**config.mk**
```make
export PLATFORM = sky130hd
export DESIGN_NAME = sap1_controller_sequencer
export DESIGN_NICKNAME = d
export VERILOG_FILES = /design/src/rtl/sap1_controller_sequencer.sv
export SDC_FILE = /design/constraint.sdc
export NUM_CORES = 1
export LEC_CHECK = 0
export CAP_MARGIN = 20
export CORE_UTILIZATION = 40
export CTS_CLUSTER_SIZE = 24
export DETAILED_ROUTE_END_ITERATION = 12
export PLACE_DENSITY = 0.83
export REMOVE_ABC_BUFFERS = 1
export SLEW_MARGIN = 20
export SYNTH_ARGS = -nofsm -noshare
export SYNTH_HDL_FRONTEND = slang
export SYNTH_SLANG_ARGS = --single-unit
```
**constraint.sdc**
```tcl
create_clock -name clock -period 3.8 [get_ports clock]
set_input_delay 0.38 -clock clock [delete_from_list [all_inputs] [get_ports clock]]
set_output_delay 0.38 -clock clock [all_outputs]
set_load 0.03 [all_outputs]
```
**src/rtl/sap1_controller_sequencer.sv**
```systemverilog
// SAP-1 control sequencer: six-state one-hot ring clocked on the falling edge,
// with combinational decode of ring, opcode and halt into the datapath control word.
module sap1_controller_sequencer (
    input  logic       clock,
    input  logic       reset,
    input  logic       enable,
    input  logic [3:0] opcode,
    output logic [5:0] tstate,
    output logic       halted,
    output logic       pc_inc,
    output logic       pc_out,
    output logic       mar_load,
    output logic       ram_out,
    output logic       ir_load,
    output logic       ir_out,
    output logic       a_load,
    output logic       a_out,
    output logic       alu_sub,
    output logic       alu_out,
    output logic       b_load,
    output logic       out_load
);

    typedef enum logic [5:0] {
        T1 = 6'b000001,
        T2 = 6'b000010,
        T3 = 6'b000100,
        T4 = 6'b001000,
        T5 = 6'b010000,
        T6 = 6'b100000
    } ring_t;

    localparam logic [3:0] OP_LDA = 4'b0000;
    localparam logic [3:0] OP_ADD = 4'b0001;
    localparam logic [3:0] OP_SUB = 4'b0010;
    localparam logic [3:0] OP_OUT = 4'b1110;
    localparam logic [3:0] OP_HLT = 4'b1111;

    ring_t ring_q, ring_d;
    logic  halted_q, halted_d;
    logic  advance;

    // Falling-edge update keeps the control word stable across the datapath's rising edge.
    always_ff @(negedge clock or posedge reset) begin
        if (reset) begin
            ring_q   <= T1;
            halted_q <= 1'b0;
        end else begin
            ring_q   <= ring_d;
            halted_q <= halted_d;
        end
    end

    assign advance = enable && !halted_q;

    always_comb begin
        ring_d   = ring_q;
        halted_d = halted_q;
        pc_inc   = 1'b0;
        pc_out   = 1'b0;
        mar_load = 1'b0;
        ram_out  = 1'b0;
        ir_load  = 1'b0;
        ir_out   = 1'b0;
        a_load   = 1'b0;
        a_out    = 1'b0;
        alu_sub  = 1'b0;
        alu_out  = 1'b0;
        b_load   = 1'b0;
        out_load = 1'b0;

        case (ring_q)
            T1: if (advance) ring_d = T2;
            T2: if (advance) ring_d = T3;
            T3: if (advance) ring_d = T4;
            T4: if (advance) begin
                    if (opcode == OP_HLT) halted_d = 1'b1;
                    else                  ring_d   = T5;
                end
            T5: if (advance) ring_d = T6;
            T6: if (advance) ring_d = T1;
            default: ring_d = T1;
        endcase

        if (!halted_q) begin
            case (ring_q)
                T1: begin
                    pc_out   = 1'b1;
                    mar_load = 1'b1;
                end
                T2: pc_inc = 1'b1;
                T3: begin
                    ram_out = 1'b1;
                    ir_load = 1'b1;
                end
                T4: begin
                    if (opcode == OP_LDA || opcode == OP_ADD || opcode == OP_SUB) begin
                        ir_out   = 1'b1;
                        mar_load = 1'b1;
                    end else if (opcode == OP_OUT) begin
                        a_out    = 1'b1;
                        out_load = 1'b1;
                    end
                end
                T5: begin
                    if (opcode == OP_LDA) begin
                        ram_out = 1'b1;
                        a_load  = 1'b1;
                    end else if (opcode == OP_ADD || opcode == OP_SUB) begin
                        ram_out = 1'b1;
                        b_load  = 1'b1;
                    end
                end
                T6: begin
                    if (opcode == OP_ADD || opcode == OP_SUB) begin
                        alu_out = 1'b1;
                        a_load  = 1'b1;
                        alu_sub = (opcode == OP_SUB);
                    end
                end
                default: ;
            endcase
        end
    end

    assign tstate = ring_q;
    assign halted = halted_q;

endmodule

```
# Word-level counts from Yosys, hierarchy flattened
# Cells that the tools add are included.
[op_classes]
n_eq_ne = 17
muxes = 38
n_reduce_logical = 8
[op_table]
columns = ["cell", "count"]
rows = [
  ["6-bit two-way mux", 7],
  ["6-bit case mux with 6 select lines", 1],
  ["1-bit two-way mux", 27],
  ["2-bit != test (second input constant)", 7],
  ["4-bit == test (second input constant)", 2],
  ["7-bit AND reduction", 1],
  ["6-bit by 1-bit == test with 1-bit output (second input constant)", 1],
  ["6-bit by 2-bit == test with 1-bit output (second input constant)", 1],
  ["6-bit by 3-bit == test with 1-bit output (second input constant)", 1],
  ["6-bit by 4-bit == test with 1-bit output (second input constant)", 1],
  ["6-bit by 5-bit == test with 1-bit output (second input constant)", 1],
  ["6-bit == test (second input constant)", 1],
  ["1-bit case mux with 2 select lines", 3],
  ["4-bit by 1-bit == test with 1-bit output (second input constant)", 1],
  ["4-bit by 2-bit == test with 1-bit output (second input constant)", 1],
  ["4-bit zero test", 1],
  ["1-bit logical OR", 3],
  ["3-bit AND reduction", 1],
  ["1-bit logical AND", 1],
  ["1-bit zero test", 1],
]
[totals]
reg_bits = 7
input_bits = 7
output_inout_bits = 19
elab_cells = 65

# Depth between registers and ports, before layout
# Gate-level depths: netlist (run 1).
[logic_depth]
depth_word = 6
ltp_mapped = 5
mapped_depth_nobuf = 3

==> results of run 1 <==
==> layout make-up <==
type	count	share of cell area, %
Sequential cell	7	16.4
Clock inverter	2	0.813
Clock buffer	3	2.09
Tap cell	15	1.74
Multi-Input combinational cell	60	45.8
Timing Repair Buffer	41	32.9
Inverter	1	0.348
==> what timing repair did <==
| action | 4_1_cts | 5_1_grt |
|---|---|---|
| resized for setup | 37 | 4 |
| setup buffers | 5 | 3 |
| pin swaps | 10 | 2 |
| hold buffers | 0 | 0 |
| endpoints found under the setup margin | 16 | 12 |
==> power breakdown <==
part | switching, mW | total, mW | internal (mW)
Combinational | 0.166 | 0.306 | 0.140
Sequential | 0.0284 | 0.119 | 0.0911
Clock | 0.0381 | 0.0779 | 0.0398
==> stage by stage <==
stage | utilization, % | hold slack [ns]
floorplan | - | 0.687
global placement | 64.5 | 0.634
detailed placement | 64.5 | 0.625
CTS | 79.6 | 0.701
global route | 82.8 | 0.745
finish | 82.8 | 0.730
==> cell usage after synthesis, drive strengths merged <==
library cell	instances	area share, %
a21oi	3	2.7
nand3	4	3.6
o21ai	3	2.7
buf	1	1.3
nor3	4	3.6
nor4	2	3.3
o22ai	3	3.3
nand4	1	1.1
clkbuf	4	2.7
nor2b	7	7.8
dfrtn	6	27
o311ai	1	1.6
nor4bb	1	1.8
nor4b	2	3.1
nor3b	1	1.3
or4	1	2.0
nand2b	3	3.3
and4	2	3.1
nand2	7	4.7
o211ai	1	1.3
o31ai	1	1.3
nor2	9	6.0
nand3b	1	1.3
or3	1	1.1
or3b	1	1.6
inv	2	1.3
a41o	1	1.8
dfstp	1	4.7
==> worst max-delay path, stage by stage (launching register included) <==
cell and delay [ns]:
dfrtn_1 0.41, or4_4 0.59, nand2b_4 0.18, o22ai_2 0.12, buf_6 0.15
==> sequential cells by signal, summed over array words and instances (netlist names) <==
signal	cells
halted	1
tstate	6
==> cells by family after synthesis <==
group,count (synthesis),share of synthesized area (%)
compound gates,13,14.7
buf+inv,7,5.33
flops,7,31.3
simple gates,47,48.7
==> worst max path at each step <==
stage	start	endpoint	slack, ns
6_report	tstate[5]	ram_out	-0.21
3_5_place_dp	tstate[0]	ram_out	0.03
2_1_floorplan	tstate[5]	a_out	-1.44
4_1_cts	tstate[5]	pc_inc	-0.18
3_3_place_gp	tstate[0]	pc_inc	0.04
5_1_grt	tstate[5]	ir_load	-0.25
==> per-layer routing <==
layer	part of all wire, %	track usage [%]	vias to the layer above
met5	0	0	-
met4	4.2	22.4	0
met2	53	57.4	48
li1	-	-	352
met1	36	33.9	386
met3	6.2	8.52	13
==> out/results.ini, run 1 <==
[placed_design]
place_hpwl_um=1310
dp_slack_ns=0.0324
io_buffers=25
dp.cells=117
gp_congestion=0.864
detailed_place.area_um2=840

[die]
initial_core_util_pct=43.3
die_h_um=39.5
die-area_um2=1560
io_pins=26
rows=13
core_area_um2=1300
die_w_um=39.5

[cts]
clkLatencyLatePin_ns=0.33
root_buffer=clkbuf_4
clkTransAtPathRegs_ns=0.05
htreeDepth=1
cts.path.max_buffers=2
cts_made_buffers=3
cts_num_sinks=7
cts_tree=yes

[sta]
maxSlewViolCount=0
fin_skew_ns=0.0524
fin_tns_setup_ns=-1.27
setup_ws_ns=-0.208
hold_violations=0
final-setup-viol-count=12
worst_pin_slew_ns=0.431
rsz0062_at_grt=true
slew_headroom_pct=71.3

[status]
status=finished with violations
failed_checks=negative setup slack

[drt]
first_iter_violations=18
post_drt_wl_per_cell_um=17.7
ant_nets=0
routed_wl_um=2280
drc_errors=0
via_count=799
dr.pass1.iters=4
vias_per_cell=6.19

[layout]
nets=122
stdcell_count=129
fillers=85
layout-drive-gt1-share_pct=46.5
antennaDiodeCount=0
seqCellArea_um2=176
design_area_um2=1080
layout_common_cells=buf_4, nor2_1, dlygate4sd2_1, buf_6
multiInputGateArea_um2=493
final_common_cell=buf_4
syn_to_final_growth_pct=91.3

[grt]
grt_max_degree=11
antenna_found_initial=0
overflow=0
grt_pass1_wl_um=3310
gr-usage-all-layers_pct=33.0
grt_pass1_vias=725

[critical_path]
worstPathRequired_ns=3.42
r2r_cells=3
critical_path_class=reg -> out
rr_endpoint=tstate[0]
endpoint_kind=output port
crit_path_max_fanout=4
start_kind=register
rrSetupSlack_ns=2.22
arrival_ns=3.63
worstReg2RegStart=tstate[5]

[synthesis]
yosysSeqAreaShare_pct=31.3
yosysUniqueCellTypes=29
ys_ff_latch=7
yosys_warnings=0
postSynthCellCount=74
syn_area_per_cell_um2=7.61
netlist_area_um2=563

[hold_path]
min_path_type=reg -> reg
worstHoldStart=halted
min_path_cells=1
hold_path_end=halted

[pwr]
total_power_mw=0.504
p_per_area_nw_per_um2=468
p_leak_nw=0.492
peakVddDrop_v=0.000296

[job]
max_cap_violations=0

Note: power is estimated with default switching activity, not from simulation.
==> run 2, diff against run 1 <==
GPL_TIMING_DRIVEN = 0   (was not set)
RECOVER_POWER = 50   (was not set)
==> out/results.ini, run 2 (synthesis gave the netlist of run 1 again) <==
[layout]
layout_common_cells=buf_4, nor2_1, dfrtn_1  ; was buf_4, nor2_1, dlygate4sd2_1, buf_6
largest_reg_flops=6  ; unchanged
antennaDiodeCount=0  ; unchanged
postLayoutCoreUtil_pct=81.5  ; was 82.8%
design_area_um2=1060  ; was 1080 µm²
nets=124  ; was 122
final_common_cell=buf_4  ; unchanged
layout-drive-gt1-share_pct=43.1  ; was 46.5%
syn_to_final_growth_pct=88.4  ; was 91.3%

[grt]
grt_max_degree=10  ; was 11
gr-usage-all-layers_pct=31.3  ; was 33.0%
grt_pass1_wl_um=3080  ; was 3310 µm
overflow=0  ; unchanged
antenna_found_initial=0  ; unchanged
grt_pass1_vias=678  ; was 725

[sta]
worst_pin_slew_ns=0.441  ; was 0.431 ns
rsz0062_at_grt=true  ; unchanged
setup_ws_ns=-0.212  ; was -0.208 ns
fin_tns_setup_ns=-1.42  ; was -1.27 ns
maxSlewViolCount=0  ; unchanged
final-setup-viol-count=12  ; unchanged
slew_headroom_pct=70.3  ; was 71.3%
hold_violations=0  ; unchanged
fin_skew_ns=0.0458  ; was 0.0524 ns

[critical_path]
crit_chain=or4_4 -> nand2b_4 -> o22ai_2 -> buf_6  ; unchanged
critPathSlowestCell=or4_4  ; unchanged
worstPathRequired_ns=3.42  ; about the same
endpoint_kind=output port  ; unchanged
start_kind=register  ; unchanged
slowest_delay_ns=0.57  ; was 0.59 ns
critical_path_class=reg -> out  ; unchanged
arrival_ns=3.63  ; about the same
crit_path_max_fanout=6  ; was 4

[status]
status=finished with violations  ; unchanged
failed_checks=negative setup slack  ; unchanged

[die]
io_pins=26  ; unchanged
die_w_um=39.5  ; unchanged
core_area_um2=1300  ; unchanged
die-area_um2=1560  ; unchanged
die_h_um=39.5  ; unchanged
initial_core_util_pct=43.3  ; unchanged
rows=13  ; unchanged

[drt]
via_count=765  ; was 799
first_iter_violations=20  ; was 18
drc_errors=0  ; unchanged
ant_nets=0  ; unchanged
vias_per_cell=5.84  ; was 6.19
post_drt_wl_per_cell_um=16.3  ; was 17.7 µm
routed_wl_um=2140  ; was 2280 µm
dr.pass1.iters=4  ; unchanged

[cts]
cts_tree=yes  ; unchanged
cts_num_sinks=7  ; unchanged
cts.path.max_buffers=2  ; unchanged
htreeDepth=1  ; unchanged
cts_hold_buffers=0  ; unchanged
cts_made_buffers=3  ; unchanged
clkTransAtPathRegs_ns=0.04  ; was 0.05 ns
clkLatencyLatePin_ns=0.32  ; was 0.33 ns
root_buffer=clkbuf_4  ; unchanged

[placed_design]
dp_slack_ns=-0.718  ; was 0.0324 ns
gp_congestion=0.883  ; was 0.864
place_hpwl_um=1110  ; was 1310 µm
io_buffers=25  ; unchanged
detailed_place.area_um2=810  ; was 840 µm²

[pwr]
p_seq_share_pct=23.3  ; was 23.7%
p_switching_mw=0.222  ; was 0.233 mW
p_per_area_nw_per_um2=470  ; was 468 nW/µm²
power_frac_clock_pct=15.2  ; was 15.5%
peakVddDrop_v=0.000215  ; was 0.000296 V
p_comb_share_pct=61.5  ; was 60.8%
switching_share_pct=44.6  ; was 46.2%
p_leak_nw=0.509  ; was 0.492 nW
intPower_mw=0.276  ; was 0.271 mW

[job]
max_cap_violations=0  ; unchanged

[hold_path]
min_path_type=reg -> reg  ; unchanged

-- run 2: changes by cell type in the layout (fill, tap and decap cells not counted), sizes merged --
cell and change:
clkbuf +1, clkdlybuf4s15 +1, clkdlybuf4s50 -1, buf +1, clkinvlp -1, dlygate4sd2 -3, dlygate4sd3 +2, dlymetal6s2s +2
-- run 2: what timing repair did --
item                       in CTS  in global routing
setup endpoints to repair      16                 14
gates cloned                    0                  0
buffers inserted               12                  6
gates resized for setup        93                 12
pin swaps                       6                  8
-- run 2: cell type report --
cell class	instances	area, µm²
Clock buffer	4	26.3
Clock inverter	1	3.75
Fill cell	77	240
Inverter	1	3.75
Multi-Input combinational cell	60	454
Sequential cell	7	176
Tap cell	15	18.8
Timing Repair Buffer	43	378
-- run 2: worst paths after layout --
kind | start | endpoint | slack [ns] | cells after the start
max in group asynchronous | reset | tstate[0] | 1.19 | 2
max | tstate[0] | ram_out | -0.21 | 4
min in group asynchronous | reset | tstate[2] | 2.27 | 2
min | halted | halted | 0.65 | 2
max reg2reg | tstate[0] | tstate[0] | 2.06 | 4
min reg2reg | halted | halted | 0.65 | 2
-- run 2: power groups by stage --
stage	combinational (mW)	sequential, mW	clock (mW)
2_1_floorplan	0.114	0.140	0.00329
3_3_place_gp	0.213	0.122	0.00329
3_5_place_dp	0.215	0.123	0.00329
4_1_cts	0.267	0.122	0.0746
5_1_grt	0.326	0.118	0.0856
6_report	0.307	0.116	0.0760
-- run 2: through the flow --
step	instances	power [mW]	hold slack, ns
after global placement	109	0.338	0.620
final	131	0.499	0.648
after floorplan	69	0.257	0.687
after global routing	131	0.530	0.675
after detailed placement	109	0.342	0.623
after CTS	125	0.464	0.625
-- run 2: critical path: cells and delay by family, from the launching register on --
kind | cells | cell delay [ns]
and+or+nand+nor | 2 | 0.76
AOI/OAI and AO/OA | 1 | 0.11
DFF | 1 | 0.39
buffers and inverters | 1 | 0.15
-- run 2: routing by layer --
metal  GRT usage, %  vias to the layer above  routed length (µm)
met3           6.82                       11                  94
met4           23.3                        0                 108
li1               -                      354                   -
met5              0                        -                   0
met2           53.3                       32                1130
met1           33.0                      368                 807
